File: src/rtl/fetch_unit.sv
// Instruction-fetch stage: owns the PC, fetches words over a req/ack handshake,
// holds the instruction for decode and redirects on PCSrc/PCTarget.
module fetch_unit #(
    parameter logic [31:0] RESET_PC = 32'h0000_0000,
    parameter int unsigned MAX_WAIT = 16
) (
    input  logic        clk,
    input  logic        reset_n,
    output logic        imem_req,
    output logic [31:0] imem_addr,
    input  logic        imem_ack,
    input  logic [31:0] imem_rdata,
    output logic        instr_valid,
    input  logic        instr_accept,
    output logic [31:0] instr,
    output logic [6:0]  op,
    output logic [2:0]  funct3,
    output logic        funct7b5,
    output logic [31:0] pc,
    output logic [31:0] pc_plus4,
    input  logic        PCSrc,
    input  logic [31:0] PCTarget,
    output logic [31:0] retired,
    output logic        fault,
    output logic [1:0]  fault_code
);

    localparam int unsigned WAIT_W = 8;
    localparam logic [WAIT_W-1:0] WAIT_LAST = WAIT_W'(MAX_WAIT - 1);
    localparam logic [1:0] CODE_NONE     = 2'b00;
    localparam logic [1:0] CODE_TIMEOUT  = 2'b01;
    localparam logic [1:0] CODE_MISALIGN = 2'b10;

    typedef enum logic [1:0] {IDLE, REQ, VALID, FAULT} state_t;

    state_t              state_q, state_d;
    logic [31:0]         pc_q, pc_d;
    logic [31:0]         instr_q, instr_d;
    logic [31:0]         retired_q, retired_d;
    logic [WAIT_W-1:0]   wait_q, wait_d;
    logic [1:0]          code_q, code_d;
    logic                req_q, valid_q, fault_q;
    logic [31:0]         target_c;

    // State and datapath registers; status flags mirror the next state
    always_ff @(posedge clk) begin
        if (!reset_n) begin
            state_q   <= IDLE;
            pc_q      <= RESET_PC;
            instr_q   <= 32'd0;
            retired_q <= 32'd0;
            wait_q    <= '0;
            code_q    <= CODE_NONE;
            req_q     <= 1'b0;
            valid_q   <= 1'b0;
            fault_q   <= 1'b0;
        end else begin
            state_q   <= state_d;
            pc_q      <= pc_d;
            instr_q   <= instr_d;
            retired_q <= retired_d;
            wait_q    <= wait_d;
            code_q    <= code_d;
            req_q     <= (state_d == REQ);
            valid_q   <= (state_d == VALID);
            fault_q   <= (state_d == FAULT);
        end
    end

    // Next-state and next-value logic
    always_comb begin
        state_d   = state_q;
        pc_d      = pc_q;
        instr_d   = instr_q;
        retired_d = retired_q;
        wait_d    = wait_q;
        code_d    = code_q;
        target_c  = PCSrc ? PCTarget : (pc_q + 32'd4);
        case (state_q)
            IDLE: state_d = REQ;
            REQ: begin
                if (imem_ack) begin
                    instr_d = imem_rdata;
                    wait_d  = '0;
                    state_d = VALID;
                end else if (wait_q == WAIT_LAST) begin
                    code_d  = CODE_TIMEOUT;
                    state_d = FAULT;
                end else begin
                    wait_d = wait_q + WAIT_W'(1);
                end
            end
            VALID: begin
                if (instr_accept) begin
                    // Only a taken redirect can be misaligned; sequential wrap is legal
                    if (PCSrc && (PCTarget[1:0] != 2'b00)) begin
                        code_d  = CODE_MISALIGN;
                        state_d = FAULT;
                    end else begin
                        pc_d      = target_c;
                        retired_d = retired_q + 32'd1;
                        state_d   = REQ;
                    end
                end
            end
            FAULT: state_d = FAULT;
            default: state_d = IDLE;
        endcase
    end

    assign imem_req    = req_q;
    assign imem_addr   = pc_q;
    assign instr_valid = valid_q;
    assign instr       = instr_q;
    assign op          = instr_q[6:0];
    assign funct3      = instr_q[14:12];
    assign funct7b5    = instr_q[30];
    assign pc          = pc_q;
    assign pc_plus4    = pc_q + 32'd4;
    assign retired     = retired_q;
    assign fault       = fault_q;
    assign fault_code  = code_q;

endmodule

File: config.mk
export PLATFORM = sky130hd
export DESIGN_NAME = fetch_unit
export DESIGN_NICKNAME = d
export VERILOG_FILES = /design/src/rtl/fetch_unit.sv
export SDC_FILE = /design/constraint.sdc
export NUM_CORES = 1
export LEC_CHECK = 0
export ABC_AREA = 0
export BUFFER_PORTS_ARGS = -buffer_cell sky130_fd_sc_hd__buf_2
export CORE_MARGIN = 1
export CORE_UTILIZATION = 50
export DETAILED_ROUTE_END_ITERATION = 8
export PLACE_DENSITY = 0.82
export SLEW_MARGIN = 30
export SYNTH_ARGS = -nofsm -noshare
export SYNTH_HDL_FRONTEND = slang
export SYNTH_SLANG_ARGS = --single-unit
File: constraint.sdc
create_clock -name clk -period 3.56 [get_ports clk]
set_clock_uncertainty 0.15 [all_clocks]
set_input_delay 0.178 -clock clk [delete_from_list [all_inputs] [get_ports clk]]
set_output_delay 0.178 -clock clk [all_outputs]
set_load 0.01 [all_outputs]
==> metrics.md, run 1 <==
| Metric | Value |
|---|---|
| Pwr dens | 346 nW/um^2 |
| Total I/O pin count | 245 |
| Initial core utilization | 0.516 |
| Pleak | 3.51 nW |
| # clock sinks | 111 |
| Final Net Count | 1001 |
| Pin count of the biggest net entering global routing | 35 |
| Commonest cells in the synthesized netlist | nand2_1, dfxtp_1, nor2_1 |
| Clk buf depth | 2 |
| First-pass GRT wire length | 26400 um |
| Post-CTS setup buffers | 0 |
| Area grow syn2layout | 30.7% |
| Share of cells above drive strength 1 | 0.306 |
| Ys flop type | dfxtp_1 |
| Placer congestion estimate | 0.883 |
| Fin crit share | 0.799 |
| Peak VDD IR | 259 uV |
| Critical path arrival | 2520 ps |
| Post-CTS sizing | 0 |
| DIE AREA | 11700 um^2 |
| Top cell type by total area after synthesis | dfxtp_1 |
| DRT Pass-1 Iters | 5 |
| Crit-path cells | ha_1, nand3_1, or3_4, nor4_1, xor2_1, buf_2 |
| Worst-skew pair later-pin latency | 350 ps |
| Post-synth EDFFs | 0 |
| Slew HR | 0.440 |
| FF+latch count, synth | 111 |
| Routed vias | 5908 |
| Post-DRT Antenna Nets | 0 |
| Mean Syn Cell Area | 8.05 um^2 |
| WS Path Type | reg -> out |
| Rows | 38 |
| Grt total ovfl | 0 |
| Final min period | 2850 ps |
| DRC viols | 0 |
| CTS tree | done |
| WL/cell | 16.2 um |
| Die Height | 108 um |
| Synth top area share | 0.394 |
| Count leader, synth | nand2_1 |
| Post-Syn Instances | 701 |
| Synthesized net count | 773 |
| Asr flop ratio synth | 0 |
| Crit. End Element | output pin |
| Pre-CTS WS | 1130 ps |
| Sequential share of the synthesized area | 0.394 |
| Hold Crit Class | in -> reg |
| Final Hold Vio Count | 0 |
| Via/cell ratio | 5.50 |
| Status | complete, no violations |
| Worst-Margin Slew | 838 ps |
| Setup TNS | 0 ps |
| Total CTS buffers | 9 |
| Max-slew violation count | 0 |
| Initial antenna violation count | 0 |
| GR Util All Layers | 0.289 |
| Synth warnings | 0 |
| Dpl hpwl | 11400 um |
| Netlist cell types | 65 |
| R2r setup slk | 1100 ps |
| CP max stage cell | dfxtp_1 |
| H-tree Lvls | 3 |
| CP Launch Type | flop |
| RSZ-0062 raised after global routing | false |
| Worst setup margin | 714 ps |
| Hold_buf cts | 46 |
| Core Area | 10900 um^2 |
| Max-cap violations | 0 |
| Critical-path maximum fanout | 9 |
| Root buffer cell | clkbuf_16 |
| Vias in the first global route | 5353 |
| Routed WL | 17400 um |
| Max stage delay on crit path | 500 ps |
| Post-Syn Area | 5640 um^2 |
| # port buffers | 244 |
| Synth area leaders | dfxtp_1, nand2_1, buf_4 |
| Starting DRT DRC Count | 491 |
| Die W | 108 um |
| Final setup viols | 0 |
| Reg clk slew, reported paths | 80 ps |
| Maximum clock frequency | 351 MHz |
| Data required, critical path | 3230 ps |
[state kept, by name (all words and copies together) (netlist names)]
| signal | count |
|---|---|
| imem_req | 1 |
| instr | 32 |
| fault | 1 |
| instr_valid | 1 |
| state_q | 2 |
| retired | 32 |
| wait_q | 8 |
| imem_addr | 32 |
| fault_code | 2 |
[cells in the final DEF (no fill, tap or decap), types with 7 or more instances in the layout]
cell,n
buf_2,244
nand2_1,117
dfxtp_1,111
nor2_1,53
a21oi_1,51
dlygate4sd3_1,46
nand3_1,38
xor2_1,33
nand4_1,26
xnor2_1,20
nor3_1,17
and3_1,17
o21ai_0,17
inv_1,10
clkbuf_16,9
buf_4,9
nand2b_1,8
a22o_1,8
a31oi_1,7
[worst paths after layout]
check,from,end,cells past startpoint
setup / recovery,imem_addr[2]$_SDFFE_PN0P_,pc_plus4[30],6
hold / removal,PCTarget[23],imem_addr[23]$_SDFFE_PN0P_,4
setup reg to reg,imem_addr[10]$_SDFFE_PN0P_,imem_addr[27]$_SDFFE_PN0P_,5
hold reg to reg,instr[31]$_SDFFE_PN0P_,instr[31]$_SDFFE_PN0P_,2
[cells by family after synthesis]
group                    synth area share
AO/OA/AOI/OAI                       0.138
XOR/XNOR                           0.0852
adder cells (fa/ha/maj)           0.00666
buffers and inverters              0.0936
flip-flops                          0.394
multiplexers                      0.00710
AND/OR/NAND/NOR                     0.275
[final cells by class]
class                   instances  area (um^2)
fillers                       939         3560
clock buffers                   9          225
flip-flops and latches        111         2220
clock inverters                 7         62.6
multi-input cells             497         2890
inverters                      11         41.3
well taps                     140          175
diodes                          1         2.50
repair buffers                299         1750
[worst max-delay path, delay by kind of cell, from the launching register on]
family / cells / cell delay [ps]
flops: 1 / 500
xor+xnor: 1 / 250
fa+ha+maj: 1 / 330
simple gates: 3 / 920
buf+inv: 1 / 170
[per-layer routing]
metal	GRT usage	wire [um]
met2	0.484	8560
met5	0	0
met1	0.346	7120
met3	0.0567	1140
met4	0.160	588
[through the flow]
stage                     utilization  cell area [um^2]  hold slack, ps  total power, W  cells
after global routing            0.674              7370            8.08         0.00265   1074
after CTS                       0.674              7370            1.48         0.00255   1074
after floorplan                     -              5640             164         0.00144    701
after detailed placement        0.605              6620             274         0.00154   1012
after global placement          0.605              6620             269         0.00153   1012
final                           0.674              7370            11.2         0.00255   1075
[power by group]
group / internal (W) / switching (W)
registers: 0.00127 / 0.0000231
logic: 0.000120 / 0.000145
clock network: 0.000491 / 0.000501
total: 0.00188 / 0.000670
No activity file was read; power rests on OpenSTA's default activity.
==> inputs of run 2 (changes only) <==
--- a/config.mk
+++ b/config.mk
@@ -8,9 +8,9 @@
 export ABC_AREA = 0
 export BUFFER_PORTS_ARGS = -buffer_cell sky130_fd_sc_hd__buf_2
 export CORE_MARGIN = 1
-export CORE_UTILIZATION = 50
+export CORE_UTILIZATION = 43
 export DETAILED_ROUTE_END_ITERATION = 8
-export PLACE_DENSITY = 0.82
+export PLACE_DENSITY = 0.74
 export SLEW_MARGIN = 30
 export SYNTH_ARGS = -nofsm -noshare
 export SYNTH_HDL_FRONTEND = slang
==> constraint.sdc (replaced) <==
create_clock -name clk -period 2.3 [get_ports clk]
set_clock_uncertainty 0.15 [all_clocks]
set_input_delay 0.115 -clock clk [delete_from_list [all_inputs] [get_ports clk]]
set_output_delay 0.115 -clock clk [all_outputs]
set_load 0.01 [all_outputs]
==> run 2 against run 1 <==
Effect of this change:
- the flow now finishes with violations (setup timing)
- largest cell class unchanged
- global-route usage is 2.3 points lower
- utilization fell by 3.8 points
- final area up 9.8%
- critical path depth stayed put
- via count is 3.1% higher
- combinational power grew 70%
- critical path type unchanged
- cell count up 8.8%
==> metrics.md, run 2 (synthesized netlist as in run 1, its figures left out) <==
| Metric | Value |
|---|---|
| # clock sinks | 111 |
| Sequential power share | 0.505 |
| Sw power | 0.000998 W |
| RSZ-0062 raised after global routing | true |
| Global Route met1 Usage | 0.306 |
| Final min period | 2320 ps |
| Routed vias | 6092 |
| CTS tree | done |
| Tot Pwr | 0.00394 W |
| Inserted Diodes | 0 |
| Fillers | 1113 |
| Logic pwr share | 0.115 |
| Worst-Margin Slew | 468 ps |
| Data required, critical path | 2040 ps |
| CP Launch Type | flop |
| Switching Share | 0.253 |
| Total CTS buffers | 9 |
| Post-DRT Antenna Nets | 0 |
| Via/cell ratio | 5.21 |
| Pleak | 3.94 nW |
| Share of cells above drive strength 1 | 0.362 |
| Area grow syn2layout | 43.5% |
| Worst-skew pair later-pin latency | 360 ps |
| Worst hold stages | 4 |
| Starting DRT DRC Count | 352 |
| GR peak layer | met2 |
| GRT met2 Usage | 0.460 |
| GR Util All Layers | 0.266 |
| Routed WL | 18700 um |
| Max-cap violations | 0 |
| H-tree Lvls | 3 |
| # port buffers | 244 |
| WL/cell | 16.0 um |
| Worst setup margin | -23.3 ps |
| Maximum clock frequency | 430 MHz |
| Critical-path maximum fanout | 6 |
| Die W | 117 um |
| Max-slew violation count | 0 |
| Fin crit share | 1.01 |
| R2R cell count | 6 |
| Final Hold Vio Count | 0 |
| Post-layout util | 0.636 |
| Int Pwr | 0.00294 W |
| RR Endpoint | imem_addr[27]$_SDFFE_PN0P_ |
| WS Path Type | reg -> out |
| Dpl hpwl | 12400 um |
| DRC viols | 0 |
| Reg clk slew, reported paths | 70 ps |
| Total I/O pin count | 245 |
| Final Net Count | 1065 |
| Placer congestion estimate | 0.855 |
| Final setup viols | 2 |
| Worst-case hold slack | 25.5 ps |
| R2R Path Start | imem_addr[16]$_SDFFE_PN0P_ |
| Slew HR | 0.685 |
| Placed Area | 6880 um^2 |
| Root buffer cell | clkbuf_16 |
| Crit. End Element | output pin |
| Grt total ovfl | 0 |
| Clock power share | 0.381 |
| Finished Cell Area | 8090 um^2 |
| R2r setup slk | 200 ps |
| Clk buf depth | 2 |
| Rows | 41 |
| Met3 Usage GRT | 0.0685 |
| DRT Pass-1 Iters | 5 |
| Core Area | 12700 um^2 |
| Status | finished with violations |
| Pin count of the biggest net entering global routing | 42 |
| Hold path endpoint | wait_q[0]$_SDFFE_PN0P_ |
| Initial core utilization | 0.443 |
| Hold Startpoint | imem_ack |
| Most frequent cells in the layout | buf_2, nand2_1, dfxtp_1, dlygate4sd3_1 |
| Setup TNS | -30.1 ps |
| Hold Crit Class | in -> reg |
| Die Height | 117 um |
| Initial antenna violation count | 0 |
| Vias in the first global route | 5616 |
| First-pass GRT wire length | 27900 um |
| Peak VDD IR | 535 uV |
| Critical path arrival | 2060 ps |
| Commonest non-fill, non-tap cell in the layout | buf_2 |
| Pwr dens | 487 nW/um^2 |
| DIE AREA | 13600 um^2 |
| Failing checks | setup timing |
==> run 2: cell types whose count changed in the layout (fill, tap and decap cells not counted), sizes merged <==
cell,previous run,this run
dlygate4sd3,46,61
clkinv,0,1
buf,253,302
clkbuf,9,12
inv,15,12
clkinvlp,3,2
diode,1,0
==> run 2: worst max-delay path by stage <==
stage,start,end,cells past startpoint
after floorplan,imem_addr[5]$_SDFFE_PN0P_,imem_addr[27]$_SDFFE_PN0P_,6
after global placement,imem_addr[16]$_SDFFE_PN0P_,imem_addr[27]$_SDFFE_PN0P_,5
after detailed placement,imem_addr[3]$_SDFFE_PN0P_,imem_addr[27]$_SDFFE_PN0P_,5
after CTS,imem_addr[4]$_SDFFE_PN0P_,pc_plus4[21],6
after global routing,imem_addr[11]$_SDFFE_PN0P_,pc_plus4[23],6
final,imem_addr[16]$_SDFFE_PN0P_,pc_plus4[23],6
==> run 2: metrics by stage <==
stage | instances | setup WS [ps]
2_1_floorplan | 701 | 73.1
3_3_place_gp | 1074 | 256
3_5_place_dp | 1074 | 232
4_1_cts | 1156 | -63.1
5_1_grt | 1170 | -94.7
6_report | 1170 | -23.3
==> run 2: worst max-delay path, cell delays in order (launching register included) <==
cell and delay (ps):
dfxtp_4 380, and4_4 230, nand4_1 230, buf_6 240
nor3_2 200, xor2_1 240, buf_2 180
==> run 2: power by group through the flow <==
stage	Clock, W	Sequential [W]	Combinational [W]
after floorplan	0	0.00205	0.000180
after global placement	0	0.00203	0.000356
after detailed placement	0	0.00203	0.000358
after CTS	0.00153	0.00199	0.000442
after global routing	0.00160	0.00199	0.000494
final	0.00150	0.00199	0.000453
==> run 2: metal layers <==
metal | part of all wire | up-vias
met3 | 0.058 | 50
li1 | - | 2983
met4 | 0.029 | 0
met2 | 0.50 | 230
met1 | 0.41 | 2829
met5 | 0 | -
==> run 2: final cells by class <==
type	count	area [um^2]	area share
Tap cell	172	215	0.0266
Clock inverter	4	28.8	0.00356
Multi-Input combinational cell	497	3030	0.374
Inverter	11	41.3	0.00510
Timing Repair Buffer	363	2280	0.282
Sequential cell	111	2250	0.278
Clock buffer	12	246	0.0305
==> run 2: what timing repair did <==
| action | CTS | global route |
|---|---|---|
| pin swaps | 6 | 13 |
| setup buffers | 5 | 14 |
| setup endpoints to repair | 12 | 13 |
| gates cloned | 0 | 0 |
| resized for setup | 17 | 29 |
| hold buffers | 61 | 0 |
| endpoints found under the hold margin | 60 | 0 |
